File: config.mk
export PLATFORM = sky130hd
export DESIGN_NAME = binary_tree_adder_pipe_flat
export DESIGN_NICKNAME = d
export VERILOG_FILES = /design/src/rtl/binary_tree_adder_pipe_pkg.sv /design/src/rtl/binary_tree_adder_pipe_if.sv /design/src/rtl/binary_tree_adder_pipe_level.sv /design/src/rtl/binary_tree_adder_pipe.sv /design/src/flat_wrapper.sv
export SDC_FILE = /design/constraint.sdc
export NUM_CORES = 1
export LEC_CHECK = 0
export BUFFER_PORTS_ARGS = -buffer_cell sky130_fd_sc_hd__buf_4
export CORE_UTILIZATION = 45
export CTS_CLUSTER_DIAMETER = 150
export DETAILED_ROUTE_END_ITERATION = 10
export PLACE_DENSITY = 0.78
export SKIP_CTS_REPAIR_TIMING = 1
export SLEW_MARGIN = 20
export SYNTH_ARGS = -nofsm -noshare
export SYNTH_HDL_FRONTEND = slang
export SYNTH_SLANG_ARGS = --single-unit
File: constraint.sdc
create_clock -name clk -period 4.55 [get_ports clk]
set_clock_uncertainty 0.1 [all_clocks]
set_input_delay 0.91 -clock clk [delete_from_list [all_inputs] [get_ports clk]]
set_output_delay 0.91 -clock clk [all_outputs]
set_load 0.01 [all_outputs]
File: src/rtl/binary_tree_adder_pipe_pkg.sv
// tree_adder_pkg: shared sizing helpers for adder trees (this block and the accumulator).
package tree_adder_pkg;
  function automatic int tree_levels(int n);
    return (n <= 1) ? 1 : $clog2(n);
  endfunction
  function automatic int level_width(int p, int k);
    return p + k;
  endfunction
endpackage

File: src/rtl/binary_tree_adder_pipe_if.sv
// binary_tree_adder_pipe_if: operand/result bundle for the adder tree.
interface binary_tree_adder_pipe_if #(
  parameter int P = 8,
  parameter int INPUTS_AMOUNT = 8,
  parameter int OUT_W = 32
);
  logic valid_in;
  logic signed [P-1:0] inputs [INPUTS_AMOUNT];
  logic valid_out;
  logic signed [OUT_W-1:0] out;
  modport master(output valid_in, inputs, input valid_out, out);
  modport slave(input valid_in, inputs, output valid_out, out);
endinterface

File: src/rtl/binary_tree_adder_pipe_level.sv
// tree_adder_level: one tree level, pairwise sign-extended adds, optionally registered.
module tree_adder_level #(
  parameter int IN_W = 8,
  parameter int N_IN = 2,
  parameter int REG = 1
) (
  input  logic clk,
  input  logic rst_n,
  input  logic valid_i,
  input  logic signed [IN_W-1:0] din [N_IN],
  output logic valid_o,
  output logic signed [IN_W:0] dout [N_IN/2]
);
  localparam int N_OUT = N_IN / 2;
  logic signed [IN_W:0] sum_d [N_OUT];
  logic valid_d;
  always_comb begin
    valid_d = valid_i;
    for (int i = 0; i < N_OUT; i++)
      sum_d[i] = {din[2*i][IN_W-1], din[2*i]} + {din[2*i+1][IN_W-1], din[2*i+1]};
  end
  if (REG != 0) begin : g_reg
    logic signed [IN_W:0] sum_q [N_OUT];
    logic valid_q;
    always_ff @(posedge clk) begin
      if (!rst_n) begin
        valid_q <= 1'b0;
        sum_q <= '{default: '0};
      end else begin
        valid_q <= valid_d;
        if (valid_d) sum_q <= sum_d;
      end
    end
    assign dout = sum_q;
    assign valid_o = valid_q;
  end else begin : g_comb
    assign dout = sum_d;
    assign valid_o = valid_d;
  end
endmodule

File: src/rtl/binary_tree_adder_pipe.sv
// binary_tree_adder_pipe: exact signed sum of INPUTS_AMOUNT operands via a balanced adder tree.
module binary_tree_adder_pipe
  import tree_adder_pkg::*;
#(
  parameter int P = 8,
  parameter int INPUTS_AMOUNT = 8,
  parameter int OUT_W = 32,
  parameter int PIPELINED = 1
) (
  input logic clk,
  input logic rst_n,
  binary_tree_adder_pipe_if.slave bus
);
  localparam int L = tree_levels(INPUTS_AMOUNT);
  localparam int NP = 1 << L;
  if (OUT_W < P + $clog2(INPUTS_AMOUNT)) begin : g_bad_width
    $error("OUT_W too narrow for P and INPUTS_AMOUNT");
  end
  logic signed [P-1:0] pad [NP];
  for (genvar i = 0; i < NP; i++) begin : g_pad
    if (i < INPUTS_AMOUNT) begin : g_op
      assign pad[i] = bus.inputs[i];
    end else begin : g_zero
      assign pad[i] = '0;
    end
  end
  // last level is always registered so the unpipelined tree still has one output register
  for (genvar k = 0; k < L; k++) begin : g_lvl
    localparam int W = level_width(P, k);
    localparam int N = NP >> k;
    logic signed [W-1:0] din [N];
    logic signed [W:0] dout [N/2];
    logic valid_i, valid_o;
    if (k == 0) begin : g_first
      assign din = pad;
      assign valid_i = bus.valid_in;
    end else begin : g_next
      assign din = g_lvl[k-1].dout;
      assign valid_i = g_lvl[k-1].valid_o;
    end
    tree_adder_level #(
      .IN_W(W),
      .N_IN(N),
      .REG(int'(PIPELINED != 0 || k == L - 1))
    ) u_level (
      .clk(clk),
      .rst_n(rst_n),
      .valid_i(valid_i),
      .din(din),
      .valid_o(valid_o),
      .dout(dout)
    );
  end
  assign bus.out = OUT_W'(g_lvl[L-1].dout[0]);
  assign bus.valid_out = g_lvl[L-1].valid_o;
endmodule

File: src/flat_wrapper.sv
// flat-port wrapper written by rule: the top's interface ports become plain ports
module binary_tree_adder_pipe_flat import tree_adder_pkg::*;
#(
  parameter int P = 8,
  parameter int INPUTS_AMOUNT = 8,
  parameter int OUT_W = 32,
  parameter int PIPELINED = 1
)
  (clk, rst_n, bus_valid_in, bus_inputs, bus_valid_out, bus_out);
  binary_tree_adder_pipe_if #(.P(P), .INPUTS_AMOUNT(INPUTS_AMOUNT), .OUT_W(OUT_W)) bus_i ();
  input logic clk;
  input logic rst_n;
  input wire logic [$bits(bus_i.valid_in)-1:0] bus_valid_in;
  input wire logic [$bits(bus_i.inputs)-1:0] bus_inputs;
  output wire logic [$bits(bus_i.valid_out)-1:0] bus_valid_out;
  output wire logic [$bits(bus_i.out)-1:0] bus_out;
  assign bus_i.valid_in = bus_valid_in;
  assign bus_i.inputs = {>>{bus_inputs}};
  assign bus_valid_out = bus_i.valid_out;
  assign bus_out = bus_i.out;
  binary_tree_adder_pipe #(.P(P), .INPUTS_AMOUNT(INPUTS_AMOUNT), .OUT_W(OUT_W), .PIPELINED(PIPELINED)) u_core (.clk(clk), .rst_n(rst_n), .bus(bus_i));
endmodule
## Word level (Yosys, flattened, before mapping)

Index checks and enable logic that the tools add are counted.

- $add $sub $neg: 7

Operators with widths:

| operator | count |
|---|---|
| adder 8 x 8 -> 9 bit | 4 |
| adder 9 x 9 -> 10 bit | 2 |
| adder 10 x 10 -> 11 bit | 1 |

- Output and inout bits: 33
- Input bits: 67
- Word-level logic and storage cells: 17
- Flip-flop bits (word level): 70

## Depth between registers and ports, before layout

- Word-level depth: 1
- Depth in mapped cells: 8
- Depth with buffers taken out: 8

## Hierarchy

From an unflattened synthesis, not the netlist that was laid out.

- Cells, all modules: 605
- Area, all modules: 5410.2 µm²

Modules (own cells, without submodules):

| module | sequential area each (µm²) | times used | cells an instance | area each (µm²) |
|---|---|---|---|---|
| tree_adder_level at u_core.g_lvl[0].u_level | 740.7 | 1 | 296 | 2766.4 |
| tree_adder_level at u_core.g_lvl[1].u_level | 420.4 | 1 | 192 | 1625.3 |
| tree_adder_level at u_core.g_lvl[2].u_level | 240.2 | 1 | 96 | 860.8 |
| binary_tree_adder_pipe | 0.0 | 1 | 21 | 157.7 |

## Worst setup path before layout

Ideal clock, no wire load.

- Kind: input -> register
- Start: in bus_inputs[0]
- End: reg u_core.g_lvl[0].u_level.g_reg.sum_q (netlist bit u_core.g_lvl[0].u_level.dout[6])
- Required time: 4.386 ns
- Stages on the path: 7
- Slack: 1.867 ns
- Buffers on the path: 0
- Arrival: 2.519 ns
- Library setup time: 0.064 ns
- Path through: ha_1 -> fa_1 -> a21o_1 -> a211oi_1 -> nor2_1 -> or4_1 -> nand4_1

- Word-level cells in the longest chain between the ends: 1

Ends and longest elaborated chain:

| what | RTL line | source |
|---|---|---|
| from (decl) | flat_wrapper.sv:14 | `input wire logic [$bits(bus_i.inputs)-1:0] bus_inputs;` |
| adder 8 x 8 -> 9 bit | binary_tree_adder_pipe_level.sv:20 | `sum_d[i] = {din[2*i][IN_W-1], din[2*i]} + {din[2*i+1][IN_W-1], din[2*i+1]};` |
| to (signal assigned) | binary_tree_adder_pipe_level.sv:31 | `if (valid_d) sum_q <= sum_d;` |
| to (decl) | binary_tree_adder_pipe_level.sv:23 | `logic signed [IN_W:0] sum_q [N_OUT];` |

Every way passes these cells.
A chain may end at the register's enable or synchronous reset.

==> qor.yml <==
wl_um: 12030
cp.depth: 5
setup_tns_ns: 0
syn_inst: 620
fin_util: 0.5457
antenna_found_initial: 0
syn-cell-area_um2: 5310
critPathKind: "in -> reg"
core_um2: 11470
final_hold_viol_count: 0
yosysMostFrequentCell: "dfxtp_1"
hpwl_um: 9186
drt_iter0_drc: 255
yosysTopAreaCell: "dfxtp_1"
pre_cts_ws_ns: 1.598
drc_errors: 0
nNetsFinal: 815
synth_area_leaders: "dfxtp_1 26%, ha_1 14%, nor2b_1 4.8%"
hold_end: "u_core.g_lvl[1].u_level.dout[19]"
place.gp.congestion: 0.8166
min_period_over_period: 0.5832
synthArstFlopShare: 0
synth_commonest_cells: "70 x dfxtp_1, 60 x ha_1, 44 x nor2_1"
r2r_cells: 8
worst-path-max-fanout: 122
synth_cell_types: 54
cts.sink_count: 70
fmax_ghz: 0.3769
leakage_nw: 2.774
grt_pass1_vias: 4535
placed_area_um2: 5956
ys_seq_area_frac: 0.2639
setup.worst_path.start_class: "input pin"
die_w_um: 110.6
grt_pass1_wl_um: 20400
slowest_stage: "buf_4"
setup_slack_ns: 1.896
diodes: 0
start_util: 0.4631
finalMaxSlewViolations: 0
powerDensity_nw_per_um2: 298.8
yosysWarnings: 0
r2r_start: "u_core.g_lvl[1].u_level.dout[10]"
path_cells: "buf_4 > nand2_1 > nor3b_1 > nor2b_1 > a22o_1"
row_count: 39
cp.required_ns: 4.72
ios: 100
path_buf_inv: 1
die_h_um: 110.6
r2r_setup_slack_ns: 2.36
firstDrtPassIters: 5
synth_nets: 754
fillerInstances: 1025
hp-start: "u_core.g_lvl[1].u_level.dout[19]"
worstHoldPathType: "reg -> reg"
slew_headroom: 0.2977
post-route-cell-area_um2: 6257
synth_edf_count: 0
gr-total-overflow: 0
grt_usage: 0.1983
cts_tree: "yes"
clock_latency_ns: 0.32
yosys.area.top_type_share: 0.2639
endpoint_kind: "flop"
holdPathStages: 2
drive_gt1_frac: 0.1764
clk_path_buf_depth: 2
tightestPinTransition_ns: 1.053
grt_max_degree: 123
cp.arrival_ns: 2.82
setup-violations-final: 0
port-buffer-count: 99
period_needed_ns: 2.654
post_drt_wl_per_cell_um: 14.51
vias_per_cell: 5.743
cap_violations: 0
ys_seq_elements: 70
root_buffer: "clkbuf_16"
cts.clk_slew.worst_paths_ns: 0.06
synth_ff_type: "dfxtp_1"
cts.htree.levels: 3
syn2layout_area_growth_pct: 17.84
cp_slowest_stage_delay_ns: 0.75
numCtsBuffers: 9
antenna_left: 0
rsz0062_at_grt: "no"
die_area_um2: 12240
num_vias: 4761
syn_avg_cell_area_um2: 8.565
critPathTopFamily: "simple AND/OR/NAND/NOR gates"
ir_drop_mv: 0.2213
run_status: "complete, no violations"
r2r_end: "u_core.g_lvl[2].u_level.dout[8]"
==> state kept, by name, indices dropped and copies added (netlist names) <==
register and count:
u_core.g_lvl.u_level.dout 67, u_core.g_lvl.u_level.valid_o 3
==> layer usage <==
metal | wire [µm] | GRT usage | part of all wire
met1 | 5502 | 0.2485 | 0.46
met2 | 5931 | 0.3516 | 0.49
met3 | 416 | 0.03128 | 0.035
met4 | 178 | 0.05244 | 0.015
met5 | 0 | 0 | 0
==> final cells by class <==
cell class,instances,area (µm²),area share
clock inverters,4,55.05,0.008798
repair buffers,99,743.2,0.1188
inverters,16,60.06,0.009598
multi-input cells,485,3572,0.5709
flip-flops and latches,70,1401,0.2240
clock buffers,12,246.5,0.03939
well taps,143,178.9,0.02859
==> power breakdown <==
| group | internal, W | leakage (nW) | switching (W) |
|---|---|---|---|
| registers | 0.000662 | 0.574 | 0.0000394 |
| logic | 0.000224 | 2.06 | 0.000244 |
| clock network | 0.000442 | 0.143 | 0.000259 |
==> metrics by stage <==
stage / std cells / hold slack [ns] / total power, W
2_1_floorplan: 620 / 0.3292 / 0.001036
3_3_place_gp: 813 / 0.3654 / 0.001154
3_5_place_dp: 813 / 0.3730 / 0.001175
4_1_cts: 829 / 0.3856 / 0.001879
5_1_grt: 829 / 0.4042 / 0.001967
6_report: 829 / 0.3798 / 0.001870
==> how the worst max path moves through the flow <==
stage | start | slack (ns) | to
detailed placement | rst_n | 1.60 | u_core.g_lvl[0].u_level.dout[17]
CTS | rst_n | 1.95 | u_core.g_lvl[0].u_level.dout[17]
finish | rst_n | 1.90 | u_core.g_lvl[0].u_level.dout[17]
global placement | bus_inputs[0] | 1.68 | u_core.g_lvl[0].u_level.dout[6]
floorplan | bus_inputs[0] | 1.87 | u_core.g_lvl[0].u_level.dout[6]
global route | rst_n | 1.65 | u_core.g_lvl[0].u_level.dout[26]
==> layout by cell type (no fill, tap or decap), types with 3 or more instances in the layout <==
| cell type | instances |
|---|---|
| nor3b_1 | 4 |
| a21o_1 | 8 |
| nand2b_1 | 3 |
| nand3b_1 | 8 |
| nor2_1 | 44 |
| ha_1 | 60 |
| and2_1 | 3 |
| a211oi_1 | 19 |
| a311o_1 | 4 |
| buf_4 | 99 |
| nor3_1 | 17 |
| nand3_1 | 24 |
| xor2_1 | 6 |
| nand4b_1 | 12 |
| inv_1 | 16 |
| and4b_1 | 7 |
| a31oi_1 | 9 |
| o211a_1 | 7 |
| o211ai_1 | 12 |
| dfxtp_1 | 70 |
| xnor2_1 | 8 |
| and3_1 | 6 |
| o21ai_0 | 41 |
| nand2_1 | 35 |
| o21a_1 | 10 |
| fa_1 | 7 |
| a21oi_1 | 24 |
| o21bai_1 | 3 |
| clkbuf_16 | 9 |
| o31a_1 | 7 |
| nor2b_1 | 41 |
| a22o_1 | 3 |
| nand4_1 | 9 |
| mux2i_1 | 19 |
| mux2_2 | 3 |
==> cells by family after synthesis <==
family / count (synthesis) / share of synthesized area
muxes: 22 / 0.04218
DFF: 70 / 0.2639
buffers and inverters: 65 / 0.06338
adders and majority gates: 67 / 0.1678
AOI/OAI and AO/OA: 164 / 0.2142
xor gates and xnor gates: 14 / 0.02309
and+or+nand+nor: 218 / 0.2255
==> worst reg2reg max path, delay by kind of cell (launching register included) <==
| family | cells | cell delay (ns) |
|---|---|---|
| compound gates | 3 | 0.65 |
| fa+ha+maj | 2 | 0.65 |
| buf+inv | 1 | 0.07 |
| flops | 1 | 0.37 |
| simple gates | 2 | 0.21 |
(Power assumes the default switching activity.)
